--- config.mk ---
export PLATFORM = sky130hd
export DESIGN_NAME = pi_controller
export DESIGN_NICKNAME = d
export VERILOG_FILES = /design/src/rtl/pi_controller.sv
export SDC_FILE = /design/constraint.sdc
export NUM_CORES = 1
export LEC_CHECK = 0
export ABC_AREA = 0
export CAP_MARGIN = 0
export CORE_UTILIZATION = 60
export CTS_BUF_LIST = sky130_fd_sc_hd__clkbuf_16
export DETAILED_ROUTE_END_ITERATION = 12
export GPL_TIMING_DRIVEN = 0
export PLACE_DENSITY = 0.88
export SYNTH_ARGS = -nofsm -noshare
export SYNTH_HDL_FRONTEND = slang
export SYNTH_SLANG_ARGS = --single-unit
--- constraint.sdc ---
create_clock -name clk -period 30 [get_ports clk]
set_input_delay 4.5 -clock clk [delete_from_list [all_inputs] [get_ports clk]]
set_output_delay 4.5 -clock clk [all_outputs]
set_load 0.02 [all_outputs]
--- src/rtl/pi_controller.sv ---
// Two-stage fixed-point PI regulator with saturated output and valid pulse.
// Optional anti-windup hold is enabled by defining PI_ANTI_WINDUP_EN.
module pi_controller #(
  parameter int WIDTH           = 10,
  parameter int FRACTIONAL_BITS = 8,
  parameter int ACC_WIDTH       = 24
) (
  input  logic                    clk,
  input  logic                    rst,
  input  logic                    in_valid,
  input  logic signed [WIDTH-1:0] setpoint,
  input  logic signed [WIDTH-1:0] feedback,
  input  logic signed [WIDTH-1:0] kp,
  input  logic signed [WIDTH-1:0] ki,
  input  logic signed [WIDTH-1:0] out_min,
  input  logic signed [WIDTH-1:0] out_max,
  input  logic                    integ_clr,
  output logic                    out_valid,
  output logic signed [WIDTH-1:0] u_out,
  output logic                    saturated
);

  localparam int PW = 2*WIDTH + 1;
  // Wide enough for integ + ki*e and for p + i_cand without overflow.
  localparam int SW = ((ACC_WIDTH > PW) ? ACC_WIDTH : PW) + 2;
  localparam logic signed [SW-1:0] ACC_MAX = {{(SW-ACC_WIDTH+1){1'b0}}, {(ACC_WIDTH-1){1'b1}}};
  localparam logic signed [SW-1:0] ACC_MIN = {{(SW-ACC_WIDTH+1){1'b1}}, {(ACC_WIDTH-1){1'b0}}};

  logic signed [WIDTH:0]     e_q, e_d;
  logic                      v1_q, v1_d;
  logic signed [ACC_WIDTH-1:0] integ_q, integ_d;
  logic                      out_valid_q, out_valid_d;
  logic signed [WIDTH-1:0]   u_out_q, u_out_d;
  logic                      sat_q, sat_d;

  logic signed [PW-1:0] kp_x, ki_x, e_x, p, ki_e;
  logic signed [SW-1:0] p_w, kie_w, integ_w, i_sum, i_cand_w, sum_w, raw;
  logic signed [SW-1:0] omax_w, omin_w;
  logic                 e_pos, e_neg, over, under, hold;

  always_comb begin
    v1_d = in_valid;
    e_d  = e_q;
    if (in_valid) begin
      e_d = {setpoint[WIDTH-1], setpoint} - {feedback[WIDTH-1], feedback};
    end
  end

  always_comb begin
    kp_x    = {{(PW-WIDTH){kp[WIDTH-1]}}, kp};
    ki_x    = {{(PW-WIDTH){ki[WIDTH-1]}}, ki};
    e_x     = {{(PW-WIDTH-1){e_q[WIDTH]}}, e_q};
    p       = kp_x * e_x;
    ki_e    = ki_x * e_x;
    p_w     = {{(SW-PW){p[PW-1]}}, p};
    kie_w   = {{(SW-PW){ki_e[PW-1]}}, ki_e};
    integ_w = {{(SW-ACC_WIDTH){integ_q[ACC_WIDTH-1]}}, integ_q};
    i_sum   = integ_w + kie_w;

    if (integ_clr) begin
      i_cand_w = '0;
    end else if (i_sum > ACC_MAX) begin
      i_cand_w = ACC_MAX;
    end else if (i_sum < ACC_MIN) begin
      i_cand_w = ACC_MIN;
    end else begin
      i_cand_w = i_sum;
    end

    sum_w  = p_w + i_cand_w;
    raw    = sum_w >>> FRACTIONAL_BITS;
    omax_w = {{(SW-WIDTH){out_max[WIDTH-1]}}, out_max};
    omin_w = {{(SW-WIDTH){out_min[WIDTH-1]}}, out_min};
    over   = raw > omax_w;
    under  = raw < omin_w;
    e_neg  = e_q[WIDTH];
    e_pos  = !e_q[WIDTH] && (e_q != '0);
`ifdef PI_ANTI_WINDUP_EN
    hold = (over && e_pos) || (under && e_neg);
`else
    hold = 1'b0;
`endif
  end

  always_comb begin
    out_valid_d = v1_q;
    u_out_d     = u_out_q;
    sat_d       = sat_q;
    integ_d     = integ_q;
    if (v1_q) begin
      // Upper clamp wins so inverted limits still give a defined result.
      if (over) begin
        u_out_d = out_max;
        sat_d   = 1'b1;
      end else if (under) begin
        u_out_d = out_min;
        sat_d   = 1'b1;
      end else begin
        u_out_d = raw[WIDTH-1:0];
        sat_d   = 1'b0;
      end
      if (!hold) begin
        integ_d = i_cand_w[ACC_WIDTH-1:0];
      end
    end
    if (integ_clr) begin
      integ_d = '0;
    end
  end

  always_ff @(posedge clk) begin
    if (rst) begin
      e_q         <= '0;
      v1_q        <= 1'b0;
      integ_q     <= '0;
      out_valid_q <= 1'b0;
      u_out_q     <= '0;
      sat_q       <= 1'b0;
    end else begin
      e_q         <= e_d;
      v1_q        <= v1_d;
      integ_q     <= integ_d;
      out_valid_q <= out_valid_d;
      u_out_q     <= u_out_d;
      sat_q       <= sat_d;
    end
  end

  assign out_valid = out_valid_q;
  assign u_out     = u_out_q;
  assign saturated = sat_q;

endmodule

# After elaboration in Yosys (flattened, before gate mapping)
# Index checks and enable logic that the tools add are counted.
# Widths: inputs -> output; s select.
dict set report totals {
  regBits 48
  latchBits 0
  ram_bits 0
  romBits 0
  input_bits 64
  elab_cells 23
  n_memories 0
}
dict set report op_classes {
  addsub 3
  multipliers 2
  n_div 0
  n_lt_le_gt_ge 4
  eq_ne 0
  n_shift 0
  mux 7
  bitwise 0
  n_reduce_logical 1
}
# cell n
set ops {}
lappend ops {{$mux 26} 3}
lappend ops {{$mul 10x11->21} 2}
lappend ops {{$add 21x26->26} 1}
lappend ops {{$add 24x21->25} 1}
lappend ops {{$gt 25x24->1 const B} 1}
lappend ops {{$lt 25x24->1 const B} 1}
lappend ops {{$mux 10} 2}
lappend ops {{$gt 18x10->1} 1}
lappend ops {{$lt 18x10->1} 1}
lappend ops {{$sub 10x10->11} 1}
lappend ops {{$mux 1} 2}
lappend ops {{$reduce_or 2->1} 1}

# Logic depth before layout (Yosys ltp)
dict set report depth {
  word_depth 10
  mapped_depth 50
  depth_no_buf 46
}

# Worst setup path before layout
# No wires, ideal clock.
dict set report synth_path {
  path_type {in2reg}
  start {input port ki[1]}
  end {register u_out_q[6], in the netlist u_out[6]}
  arrival_time_ns 15.730
  required_time_ns 29.878
  setup_slack_ns 14.148
  cell_stages 44
  path_buffers 3
  path_cell_list {clkbuf_1 nand2_1 fa_1 inv_1 fa_1 fa_1 fa_1 inv_1 fa_1 inv_1 ha_1 nand3_1 or4b_4 nand3_2 a31oi_4 xnor2_4 o21bai_4 buf_6 [... 8 more ...] and3_1 a221o_1 a211oi_1 a31oi_1 o22a_1 a21o_1 a21oi_1 xnor2_1 ha_1 nand4_1 or4_1 or3_1 o21ai_0 nor2_1 and2_1 buf_2 a22o_1 a221o_1}
}
dict set report synth_between {
  elab_chain_cells 10
}
# element line
set synth_lines {}
lappend synth_lines {{start: declaration} 14} ;# input logic signed [WIDTH-1:0] ki,
lappend synth_lines {{$mul 10x11->21 *} 54} ;# ki_e = ki_x * e_x;
lappend synth_lines {{$add 24x21->25 *} 58} ;# i_sum = integ_w + kie_w;
lappend synth_lines {{$lt 25x24->1} 64} ;# end else if (i_sum < ACC_MIN) begin
lappend synth_lines {{$mux 26} 64}
lappend synth_lines {{$mux 26 *} 62} ;# end else if (i_sum > ACC_MAX) begin
lappend synth_lines {{$mux 26 *} 60} ;# if (integ_clr) begin
lappend synth_lines {{named net i_cand_w[9]} 37} ;# logic signed [SW-1:0] p_w, kie_w, integ_w, i_sum, i_cand_w, sum_w, raw;
lappend synth_lines {{$add 21x26->26 *} 70} ;# sum_w = p_w + i_cand_w;
lappend synth_lines {{$lt 18x10->1} 75} ;# under = raw < omin_w;
lappend synth_lines {{$mux 10} 95} ;# end else if (under) begin
lappend synth_lines {{$mux 10 *} 92} ;# if (over) begin
lappend synth_lines {{end signal: assignment} 124} ;# u_out_q <= u_out_d;
lappend synth_lines {{end: declaration} 33} ;# logic signed [WIDTH-1:0] u_out_q, u_out_d;
# Mark *: on every way through the listed nets, which the timed path passes. The rest lies on a longest branch.
# A chain may end at the register's enable or synchronous reset.

# Final worst setup path
dict set report layout_path {
  start {input port ki[4]}
  end {register u_out_q[6], in the netlist u_out[6]}
}
# The elaborated chain is that of the path after synthesis.

==> impl_metrics.csv <==
group,metric,value,unit
status,outcome,"completed",
hold_path,min_path_type,"flop to flop",
routing,post_drt_wl_per_cell,16.8,um
global_route,grt_pass1_wl,56600,um
final_layout,final_cells,2042,
clocking,cts_sinks,48,
global_route,grt_start_max_net_pins,17,
timing,slew_violations,0,
clocking,cts_buffers,5,
timing,final.setup.worst_slack,12250,ps
die,rows,56,
clocking,h-tree-depth,2,
synth,synth_edf_count,0,
timing,clock_skew,8.81,ps
synth,synth.cell_area,0.0144,mm^2
clocking,clk_pin_slew,80,ps
die,dieArea,0.0246,mm^2
placed_design,hpwl,28700,um
final_layout,fillers,1757,
routing,ant_nets,0,
clocking,cts_hold_buf,0,
routing,drc,0,
synth,synth_seq_area_share,6.68,%
final_layout,final_nets,2230,
synth,syn-instance-count,1639,
placed_design,portBuffers,75,
synth,synth-seq-cells,48,
worst_setup_path,start_kind,"primary input",
die,start_util,61.3,%
final_layout,area_growth,9.21,%
placed_design,place_ws,12220,ps
clocking,root_buffer,"clkbuf_16",
synth,ys_async_sr_fraction,0,%
timing,max_freq,56.3,MHz
die,core_area,0.0235,mm^2
routing,drt-initial-drc-count,812,
routing,avgViaCountPerCell,5.69,
final_layout,multi_input_area,0.0116,mm^2
worst_setup_path,critPathMaxStageDelay,810,ps
worst_setup_path,critPathMaxFanout,10,
global_route,grt_use_total,29.7,%
final_layout,mostFrequentLayoutCell,"inv_1",
job,cap_viol_max_count,0,
timing,setup_viol,0,
routing,wirelength,34400,um
final_layout,drive_gt1_share,2.79,%
timing,tightest_slew,829,ps
timing,rsz0062_at_grt,"false",
worst_setup_path,critPathKind,"primary input to flop",
synth,synth_cell_types,69,
timing,hold_viol_final,0,
timing,period_share,59.2,%
final_layout,final_cell_mix,"inv_1 (411), fa_1 (268), ha_1 (177)",
global_route,first_global_vias,11900,
placed_design,dp_cells,2033,
placed_design,place.gp.congestion,0.907,
synth,syn_nets,2148,
clocking,clk_path_buf_depth,2,
synth,synth_ff_type,"dfxtp_1",
die,io_pins,76,
synth,synth_warnings,0,
die,die_h,157,um
worst_setup_path,cp.required,30200,ps
clocking,cts_tree,"yes",
timing,period_needed,17750,ps
timing,finalSetupTns,0,ps
global_route,grt_overflow,0,
routing,vias,11600,
timing,holdWs,456,ps
global_route,antenna_found_initial,0,
clocking,post_cts_buffers,0,
final_layout,ff_latch_area,961,um^2
worst_setup_path,cp_common_cell,"fa_1",
synth,synth.avg_cell_area,8.78,um^2
worst_setup_path,cp_slowest_cell,"fa_1",
clocking,cts_resized,0,
routing,firstDrtPassIters,6,
worst_setup_path,end_kind,"flop",
clocking,insertion_delay,320,ps
die,die_width,157,um
worst_setup_path,arrival,17960,ps
timing,maxSlewHeadroom,43.3,%
## sequential cells by signal (all words and copies together), names as in the netlist
name and flops:
integ_q 24, e_q 11, out_valid 1, saturated 1
out_valid_d 1, u_out 10
## through the flow
stage	utilization, %	instance area (um^2)
finish	66.9	15700
floorplan	-	14400
detailed placement	66.2	15500
global placement	66.2	15500
global route	66.9	15700
CTS	66.9	15700
## cells by family (layout without fill, tap and decap cells)
kind of cell / count (synthesis) / in the layout / synth area share (%)
xor gates and xnor gates: 41 / 41 / 2.63
and+or+nand+nor: 401 / 401 / 14.0
other: 0 / 1 / 0
muxes: 8 / 8 / 0.565
adders and majority gates: 445 / 445 / 52.7
buffers and inverters: 471 / 554 / 12.6
AOI/OAI and AO/OA: 225 / 225 / 10.8
DFF: 48 / 48 / 6.68
## layout make-up
cell class                      count  area share (%)
Clock buffer                        5           0.796
Clock inverter                      3           0.303
Buffer                             60            1.75
Inverter                          411            9.82
Tap cell                          319            2.54
Multi-Input combinational cell   1120            73.9
Timing Repair Buffer               75            4.78
Antenna cell                        1          0.0159
Sequential cell                    48            6.12
## Yosys cell counts, types with 7 or more instances
cell type  count  area (um^2)
mux2i_1        7         70.1
a21o_1        15          113
and2_1        93          582
dfxtp_1       48          961
o21ai_2        7         61.3
o21ai_0       39          195
nor3_1        13         65.1
xnor2_1       22          193
fa_1         268         5370
a31oi_1        8         50.1
nand4_1       12         75.1
a21oi_1       52          260
o21a_1        10         75.1
nand2_1      161          604
o21ai_1       12         60.1
nor2b_1       16          100
o211ai_1      13         97.6
clkbuf_1      48          180
ha_1         177         2210
nand2b_1      14         87.6
nand3_1       13         65.1
a211oi_1      14          105
inv_1        411         1540
nor2_1        49          184
o211ai_2       7         87.6
xor2_1        18          158
## path summary, 6_finish.rpt
check,slack (ps),startpoint,endpoint,depth (start not counted)
max,12250,ki[4],u_out[6],45
min,460,integ_q[2],integ_q[2],2
max reg2reg,16480,e_q[7],u_out[6],45
min reg2reg,460,integ_q[2],integ_q[2],2
## layer usage
layer  vias up  routed length [um]  global-route usage [%]
met5         -                   0                       0
met4         0                1380                    12.7
met3        97                2790                    5.07
met2       531               16900                    50.0
met1      5743               13400                    37.8
li1       5244                   -                       -
## critical path, delay by kind of cell
kind / cells / cell delay (ps)
buf+inv: 8 / 1620
xor+xnor: 2 / 640
simple gates: 12 / 2800
compound gates: 11 / 2650
fa+ha+maj: 12 / 5720
Power is left out: the tool's default activity adds up to more than one toggle a clock period on the data nets, which glitch-free logic cannot reach.
